[src/rtl/fifo_wr_arbiter.sv]
// fifo_wr_arbiter
// Round-robin arbiter that shares the write port of one dual-clock FIFO among
// NREQ producers living in the FIFO's write clock domain. A winner keeps the
// port for a burst of up to BURST words. Every burst is followed by one IDLE
// cycle.
//
// Ports
//   clk              write-domain clock
//   wrst_n           synchronous active-low reset
//   req[NREQ]        per-requester "word available" level
//   wdata            packed requester data, slice i = wdata[i*DATESIZE +: DATESIZE]
//   ack[NREQ]        one-hot: requester's current word is written this cycle
//   fifo_wdata       to FIFO wdata (zero while idle)
//   fifo_winc        to FIFO winc
//   fifo_wfull       from FIFO wfull (stalls a burst)
//   fifo_almost_full from FIFO almost_full (blocks new grants only)
//   grant_id         index of the current or last granted requester
//   busy             1 while a burst is in progress (XFER state)
//
// Handshake: a word moves when fifo_winc is 1 at a rising clk. ack[i] mirrors
// fifo_winc for the granted requester, and that requester presents its next
// word after the same edge. req[i] is a level, not a pulse.
module fifo_wr_arbiter #(
   parameter int DATESIZE = 8,
   parameter int NREQ     = 4,
   parameter int BURST    = 4
) (
   input  logic                     clk,
   input  logic                     wrst_n,
   input  logic [NREQ-1:0]          req,
   input  logic [NREQ*DATESIZE-1:0] wdata,
   output logic [NREQ-1:0]          ack,
   output logic [DATESIZE-1:0]      fifo_wdata,
   output logic                     fifo_winc,
   input  logic                     fifo_wfull,
   input  logic                     fifo_almost_full,
   output logic [$clog2(NREQ)-1:0]  grant_id,
   output logic                     busy
);

   localparam int         IDW       = $clog2(NREQ);
   localparam logic [7:0] LAST_BEAT = 8'(BURST - 1);

   typedef enum logic {IDLE = 1'b0, XFER = 1'b1} state_t;

   state_t         state;
   state_t         state_nxt;
   logic [IDW-1:0] last;
   logic [IDW-1:0] sel;
   logic [IDW-1:0] idx;
   logic           sel_valid;
   logic [7:0]     beats;
   logic           req_cur;
   logic           burst_done;
   logic           xfer_exit;

   // Rotating priority: scan last+1, last+2, ... wrapping modulo NREQ, so the
   // requester served most recently is considered last.
   always_comb begin
      sel       = '0;
      sel_valid = 1'b0;
      idx       = '0;
      for (int k = 1; k <= NREQ; k++) begin
         idx = IDW'((int'(last) + k) % NREQ);
         if (!sel_valid && req[idx]) begin
            sel       = idx;
            sel_valid = 1'b1;
         end
      end
   end

   assign req_cur    = req[grant_id];
   assign burst_done = fifo_winc && (beats == LAST_BEAT);
   // A dropped req ends the burst with no write in that cycle.
   assign xfer_exit  = !req_cur || burst_done;

   // State register
   always_ff @(posedge clk) begin
      if (!wrst_n) state <= IDLE;
      else         state <= state_nxt;
   end

   // Next-state logic. almost_full only gates new grants; once a burst has
   // started, wfull alone protects the FIFO.
   always_comb begin
      state_nxt = state;
      case (state)
         IDLE: if (sel_valid && !fifo_almost_full) state_nxt = XFER;
         XFER: if (xfer_exit)                      state_nxt = IDLE;
         default: state_nxt = IDLE;
      endcase
   end

   // Output logic. wrst_n is folded into winc so a reset asserted mid-burst
   // suppresses the write in that same cycle.
   always_comb begin
      busy       = (state == XFER);
      fifo_winc  = (state == XFER) && req_cur && !fifo_wfull && wrst_n;
      ack        = '0;
      ack[grant_id] = fifo_winc;
      fifo_wdata = '0;
      if (state == XFER) begin
         for (int i = 0; i < NREQ; i++) begin
            if (grant_id == IDW'(i)) fifo_wdata = wdata[i*DATESIZE +: DATESIZE];
         end
      end
   end

   // Grant bookkeeping and beat counter
   always_ff @(posedge clk) begin
      if (!wrst_n) begin
         grant_id <= '0;
         last     <= IDW'(NREQ - 1);
         beats    <= '0;
      end else if (state == IDLE) begin
         if (state_nxt == XFER) begin
            grant_id <= sel;
            beats    <= '0;
         end
      end else begin
         if (xfer_exit) begin
            last  <= grant_id;
            beats <= '0;
         end else if (fifo_winc) begin
            beats <= beats + 8'd1;
         end
      end
   end

endmodule

[config.mk]
export PLATFORM = sky130hd
export DESIGN_NAME = fifo_wr_arbiter
export DESIGN_NICKNAME = d
export VERILOG_FILES = /design/src/rtl/fifo_wr_arbiter.sv
export SDC_FILE = /design/constraint.sdc
export NUM_CORES = 1
export LEC_CHECK = 0
export ABC_CLOCK_PERIOD_IN_PS = 2300
export CORE_ASPECT_RATIO = 1.4
export CORE_MARGIN = 5
export CORE_UTILIZATION = 39
export CTS_CLUSTER_SIZE = 20
export DETAILED_ROUTE_END_ITERATION = 12
export GPL_TIMING_DRIVEN = 0
export PLACE_DENSITY = 0.87
export SLEW_MARGIN = 40
export SYNTH_ARGS = -nofsm -noshare
export SYNTH_HDL_FRONTEND = slang
export SYNTH_SLANG_ARGS = --single-unit
export TNS_END_PERCENT = 1
[constraint.sdc]
create_clock -name clk -period 2.3 [get_ports clk]
set_input_delay 0.23 -clock clk [delete_from_list [all_inputs] [get_ports clk]]
set_output_delay 0.23 -clock clk [all_outputs]
set_load 0.01 [all_outputs]
; After elaboration in Yosys (flattened, before gate mapping)
; Cells that the tools add are included.
; Widths: inputs -> output; s select.
[totals]
regBits = 13
in_bits = 40
[op_classes]
mux = 32
add_sub_neg = 5
n_bitwise = 2
order_cmp = 6
n_reduce_logical = 21
eq_ne = 5
[op_table]
columns = op, count
row1 = $mux 8, 9
row2 = $lt 2x3->1 const B, 5
row3 = $mux 1, 12
row4 = $bmux 1 s2, 5
row5 = $logic_and 1x1->1, 9
row6 = $add 8x1->8 const B, 1
row7 = $eq 8x2->1 const B, 1
row8 = $mux 2, 4
row9 = $logic_not 1->1, 6
row10 = $reduce_and 2->1, 3
row11 = $add 2x1->2 const B, 2
row12 = $add 2x2->2 const B, 2
row13 = $and 4x4->4, 1
row14 = $eq 2x2->1 const B, 2
row15 = $ne 3x2->1 const B, 1
row16 = $demux 1 s2, 1
row17 = $eq 2x1->1 const B, 1
row18 = $ge 2x1->1 const B, 1
row19 = $logic_not 2->1, 1
row20 = $pmux 1 s2, 1
row21 = $reduce_bool 2->1, 1
row22 = $logic_or 1x1->1, 1
row23 = $not 1->1, 1

; Depth between registers and ports, before layout
; Gate-level depths: netlist of run 1.
[depth]
depth_word = 18
ltp_mapped = 6
mapped_depth_nobuf = 6

; Least setup slack after synthesis of run 1
; No wires, ideal clock.
[synth_path]
path_type = register -> register
start = register grant_id[0]
end = register beats[6]
arrival_ps = 1696
setup_slack_ps = 487
required_ps = 2183
setup_time_ps = 117
stages_incl_launch_ff = 7
path_cell_list = dfxtp_1 > buf_6 > mux2_4 > a22oi_4 > nor2_2 > a221o_1 > a32o_1
[synth_between]
elab_chain_cells = 11
word_cells_on_any_way = 15
[synth_rtl]
columns = element, line_no
row1 = "start, declared", 37  ; output logic [$clog2(NREQ)-1:0] grant_id,
row2 = "start signal, assigned", 117  ; grant_id <= sel;
row3 = $bmux 1 s2 (*), 72  ; assign req_cur = req[grant_id];
row4 = $mux 1 (not written as such) (*), 72
row5 = $logic_and 1x1->1 (3 in a row), 98  ; fifo_winc = (state == XFER) && req_cur && !fifo_wfull && wrst_n;
row6 = $logic_and 1x1->1, 73  ; assign burst_done = fifo_winc && (beats == LAST_BEAT);
row7 = $logic_or 1x1->1, 75  ; assign xfer_exit = !req_cur || burst_done;
row8 = $mux 1, 89  ; XFER: if (xfer_exit) state_nxt = IDLE;
row9 = $pmux 1 s2, 87  ; case (state)
row10 = $reduce_bool 2->1 (no line), -
row11 = $reduce_and 2->1 (no line), -
row12 = "end signal, assigned", 125  ; beats <= beats + 8'd1;
row13 = "end, declared", 52  ; logic [7:0] beats;
; Mark *: on every way between the ends. The rest lies on a longest branch, timed or not. The select of a mux whose other input is x is not followed.
; A chain may end at the register's enable or synchronous reset.

; Worst setup path after layout of run 1
[layout_path]
start = register grant_id[0]
end = output fifo_winc
[layout_between]
elab_chain_cells = 5
[layout_rtl]
columns = element, line_no
row1 = $bmux 1 s2, 72
row2 = $mux 1 (not written as such), 72
row3 = $logic_and 1x1->1 (3 in a row), 98
row4 = "end, declared", 34  ; output logic fifo_winc,
; Every way passes these cells. The select of a mux whose other input is x is not followed.

==> reports/results.ini, run 1 <==
[run_status]
status=complete, no violations

[cells_and_area]
layout.nets=224
drive_above_1_share=0.104
syn2layout_area_growth_pct=61.6
final_common_cell=clkdlybuf4s50_1
n_antenna_cell=0
fin_cells=218
regArea_um2=260
nFillCells=212
multiInputGateArea_um2=759
final_cell_mix=50 x clkdlybuf4s50_1, 20 x nand2_1, 13 x dfxtp_1, 9 x and2_1

[logic_synthesis]
synth_cell_types=36
seq_area_frac_synth=0.247
ys_seq_elements=13
synth_warnings=0
syn_avg_cell_area_um2=8.58
netlist_instances=123
syn_nets=164
netlist_area_mm2=0.00105

[setup_path]
startpoint_type=flip-flop
crit_required_ns=2.07
worst_ep_arrival_time_ns=1.98
worstPathCellList=buf_6, mux2_4, a22oi_4, nor2_1, clkdlybuf4s50_1
worstSetupPathType=reg2out
end_kind=output port
cp_slowest_cell=clkdlybuf4s50_1
critPathMaxFanout=8
critPathMaxStageDelay_ns=0.49

[drt]
drc_errors=0
wl_per_cell_um=15.6
wirelength_mm=3.40
vias_per_cell=5.44
drtPass1Iterations=4
vias=1186
ant_nets=0
drt_first_iter_violations=24

[die]
die_h_um=71.5
dieArea_mm2=0.00386
die_x_um=54.0
rows=22
start_util=0.403
io_pins=56
core_area_mm2=0.00262

[flow_run]
drv_cap=0

[global_routing]
gr-total-overflow=0
grt_util_all_layers=0.175
grt_pass1_wl_mm=5.15
grt_max_degree=11
antenna_found_initial=0
grt_pass1_vias=1217

[clock_tree]
clock_latency_ns=0.28
cts_buffer_depth=2
cts_tree=yes
clk_pin_slew_ns=0.07
cts_sinks=13
htreeDepth=1
cts_buffers=3
hold_buffers=0
cts-root-buf=clkbuf_4

[timing]
fmax_mhz=453
final_hold_viol_count=0
setup_viol=0
fin_tns_setup_ns=0
fin_skew_ns=0.0115
tightest_slew_ns=0.550
rsz0062_at_grt=true
relSlewSlack=0.630
min_period_over_period=0.959
maxSlewViolCount=0
fin_crit_ns=2.21

[placement]
gp_congestion=0.967
hpwl_mm=2.84
port_buffers=55
dpl.cell_count=214

[power]
p_total_mw=0.647
p_leak_nw=0.699
p_per_area_mw_per_mm2=379
vdd_drop_max_uv=298

[hold_path]
hold_path.class=reg2reg

==> per-stage QoR <==
step	hold WS (ns)	setup WS (ns)	area [um2]	utilization
2_1_floorplan	0.377	0.487	1050	-
3_3_place_gp	0.467	0.142	1650	0.631
3_5_place_dp	0.486	0.109	1650	0.631
4_1_cts	0.500	0.0000220	1690	0.647
5_1_grt	0.523	-0.0108	1700	0.652
6_report	0.497	0.0935	1700	0.652
==> report_power, final <==
group	leakage, nW	internal, mW	switching (mW)	total, mW
Sequential	0.106	0.233	0.00828	0.241
Clock	0.0150	0.0674	0.0734	0.141
Combinational	0.578	0.163	0.102	0.264
==> routing by layer <==
metal / up-vias / share of wire / global-route usage
met5: - / 0 / 0
met3: 5 / 0.14 / 0.0582
met1: 535 / 0.38 / 0.171
li1: 575 / - / -
met4: 0 / 0.0091 / 0.0511
met2: 71 / 0.46 / 0.330
==> cells by family (layout without fill, tap and decap cells) <==
| group | count (synthesis) | after routing | synth area share |
|---|---|---|---|
| fa+ha+maj | 1 | 1 | 0.0119 |
| flops | 13 | 13 | 0.247 |
| buf+inv | 7 | 66 | 0.0332 |
| compound gates | 24 | 24 | 0.161 |
| mux | 15 | 15 | 0.250 |
| simple gates | 63 | 63 | 0.297 |
==> critical path: cells and delay by family, from the launching register on <==
family / cells / cell delay [ns]
buf+inv: 2 / 0.64
flops: 1 / 0.34
mux: 1 / 0.34
compound gates: 1 / 0.27
simple gates: 1 / 0.11
==> state kept, by name, indices dropped and copies added (netlist names) <==
name and cells:
last 2, grant_id 2, beats 8, busy 1
==> path summary, 6_finish.rpt <==
check,to,startpoint,slack [ns],depth (start not counted)
worst max-delay path,fifo_winc,grant_id[0]$_SDFFE_PN0P_,0.09,5
worst max register to register,beats[6]$_SDFFE_PN0P_,grant_id[0]$_SDFFE_PN0P_,0.42,6
worst min register to register,beats[1]$_SDFFE_PN0P_,beats[1]$_SDFFE_PN0P_,0.50,2
worst min-delay path,beats[1]$_SDFFE_PN0P_,beats[1]$_SDFFE_PN0P_,0.50,2
==> cell usage after synthesis <==
library cell,number,area (um2)
nand2_1,20,75.1
dfxtp_1,13,260
and2_1,9,56.3
nor2_1,8,30.0
nor3_1,8,40.0
mux4_2,7,158
o21ai_0,7,35.0
mux2i_1,5,50.1
a21oi_1,4,20.0
nor2b_1,4,25.0
nand2b_1,3,18.8
nand3_1,3,15.0
o22ai_1,3,18.8
a31oi_1,2,12.5
and3_1,2,12.5
clkbuf_1,2,7.51
inv_1,2,7.51
mux2_4,2,30.0
or2_2,2,12.5
a221o_1,1,10.0
a221oi_1,1,8.76
a22oi_4,1,21.3
a32o_1,1,10.0
buf_1,1,3.75
buf_2,1,5.00
buf_6,1,11.3
ha_1,1,12.5
mux4_1,1,26.3
nor2_2,1,6.26
nor4_1,1,6.26
nor4b_1,1,8.76
o211a_1,1,10.0
o21a_1,1,7.51
o21bai_1,1,7.51
o22a_1,1,8.76
or3_1,1,6.26
==> what timing repair did <==
item | CTS | global route
buffers inserted | 0 | 0
gates cloned | 0 | 0
resized for setup | 6 | 5
endpoints found under the setup margin | 8 | 6
endpoints found under the hold margin | 0 | 0
==> layout make-up <==
| type | instances | share of cell area |
|---|---|---|
| buffer | 5 | 0.0272 |
| timing repair buffer | 55 | 0.328 |
| multi-input combinational | 103 | 0.446 |
| clock buffer | 4 | 0.0154 |
| sequential | 13 | 0.153 |
| tap | 36 | 0.0264 |
| inverter | 2 | 0.00441 |
No activity file was read; power rests on OpenSTA's default activity.
==> run 2: changes to the inputs <==
CORE_MARGIN = 2   (was 5)
CTS_CLUSTER_DIAMETER = 50   (was default)
MAX_ROUTING_LAYER = met4   (was default)
==> reports/results.ini, run 2 (synthesis gave the netlist of run 1 again) <==
[clock_tree]
clock_latency_ns=0.29
cts-root-buf=clkbuf_4
clk_pin_slew_ns=0.08
htreeDepth=1
cts_sinks=13
post_cts_buffers=0
cts_buffer_depth=2
cts_buffers=3
cts_tree=yes

[global_routing]
grt_pass1_wl_mm=5.34
grt_max_degree=11
grt_util_all_layers=0.240
antenna_found_initial=0
grt_pass1_vias=1238
gr-total-overflow=0

[timing]
fin_skew_ns=0.00366
min_period_over_period=0.961
setup_viol=0
maxSlewViolCount=0
fin_crit_ns=2.21
tightest_slew_ns=0.596
fin_tns_setup_ns=0
relSlewSlack=0.599
rsz0062_at_grt=false
fmax_mhz=453
final_hold_viol_count=0
hold_ws_ns=0.492

[setup_path]
r2r_slack_ns=0.43
worstSetupPathType=reg2out
crit_required_ns=2.07
critPathMaxFanout=8
critPathMaxStageDelay_ns=0.49
cp_slowest_cell=clkdlybuf4s50_1
reg2reg_from=grant_id[0]$_SDFFE_PN0P_
reg2regPathDepth=6
worst_ep_arrival_time_ns=1.98
timing.rr.end=beats[6]$_SDFFE_PN0P_
end_kind=output port
worstPathCellList=buf_6, mux2_4, a22oi_4, nor2_1, clkdlybuf4s50_1
startpoint_type=flip-flop

[power]
vdd_drop_max_uv=326
p_leak_nw=0.661
p_per_area_mw_per_mm2=384

[cells_and_area]
final_cell_mix=50 x clkdlybuf4s50_1, 20 x nand2_1, 13 x dfxtp_1, 9 x and2_1
final_common_cell=clkdlybuf4s50_1
layout.nets=224
drive_above_1_share=0.104
largest_reg_flops=8
regMostFlops=beats
syn2layout_area_growth_pct=59.8
n_antenna_cell=0
largestRegisters=beats (8), grant_id (2), last (2)

[placement]
gp_congestion=0.935
hpwl_mm=2.64
port_buffers=55

[die]
die_x_um=48.0
io_pins=56
start_util=0.408
rows=22
die_h_um=65.5
dieArea_mm2=0.00314
core_area_mm2=0.00259

[run_status]
status=complete, no violations

[flow_run]
drv_cap=0

[drt]
ant_nets=0
drtPass1Iterations=4
drt_first_iter_violations=39
vias=1221
wl_per_cell_um=14.9
drc_errors=0
wirelength_mm=3.24
vias_per_cell=5.60

[hold_path]
worstHoldPathCells=2
hold_path.class=reg2reg
hp-start=beats[1]$_SDFFE_PN0P_
min_to=beats[1]$_SDFFE_PN0P_

==> run 2: cell types whose count changed in the layout (fill, tap and decap cells not counted), sizes merged <==
cell	delta
clkbuf	-1
buf	+1
dlygate4sd2	+3
dlymetal6s2s	-3
==> run 2: power by group <==
part	internal (mW)	total (mW)	switching, mW
Combinational	0.158	0.257	0.0987
Sequential	0.233	0.241	0.00846
Clock	0.0677	0.148	0.0807
==> run 2: layer usage <==
layer	GRT usage	wire length [um]
met1	0.228	1060
met2	0.440	1730
met3	0.0522	385
met4	0.0912	68
met5	-	0
==> run 2: worst max-delay path by stage <==
stage,endpoint,slack (ns),from
after global routing,fifo_winc,0.005,grant_id[0]$_SDFFE_PN0P_
after floorplan,beats[6]$_SDFFE_PN0P_,0.49,grant_id[0]$_SDFFE_PN0P_
after CTS,fifo_wdata[3],0.005,grant_id[0]$_SDFFE_PN0P_
after detailed placement,fifo_wdata[4],0.12,grant_id[0]$_SDFFE_PN0P_
after global placement,fifo_wdata[6],0.14,grant_id[0]$_SDFFE_PN0P_
final,fifo_winc,0.09,grant_id[0]$_SDFFE_PN0P_
==> run 2: area by class of cell <==
type	instances	area, um2
buffer	5	38.8
timing repair buffer	55	548
inverter	2	7.51
tap	36	45.0
fill	229	902
clock buffer	4	26.3
multi-input combinational	103	759
sequential	13	260
==> run 2: critical path: cells and delay by family (launching register included) <==
family,cells,cell delay [ns]
flops,1,0.35
compound gates,1,0.28
buf+inv,2,0.64
mux,1,0.33
simple gates,1,0.10
==> run 2: metrics by stage <==
step	area, um2	worst slack, ns	power, mW	std cells	util
after floorplan	1050	0.487	0.377	123	-
after global placement	1650	0.143	0.498	214	0.638
after detailed placement	1650	0.122	0.505	214	0.638
after CTS	1680	0.00543	0.646	218	0.650
after global routing	1690	0.00504	0.679	218	0.651
final	1690	0.0906	0.647	218	0.651
==> run 2: repair_timing <==
| item | in CTS | in global routing |
|---|---|---|
| hold buffers | 0 | 0 |
| endpoints found under the hold margin | 0 | 0 |
| cloned | 0 | 0 |
| gates resized for setup | 8 | 1 |
| setup endpoints to repair | 8 | 1 |
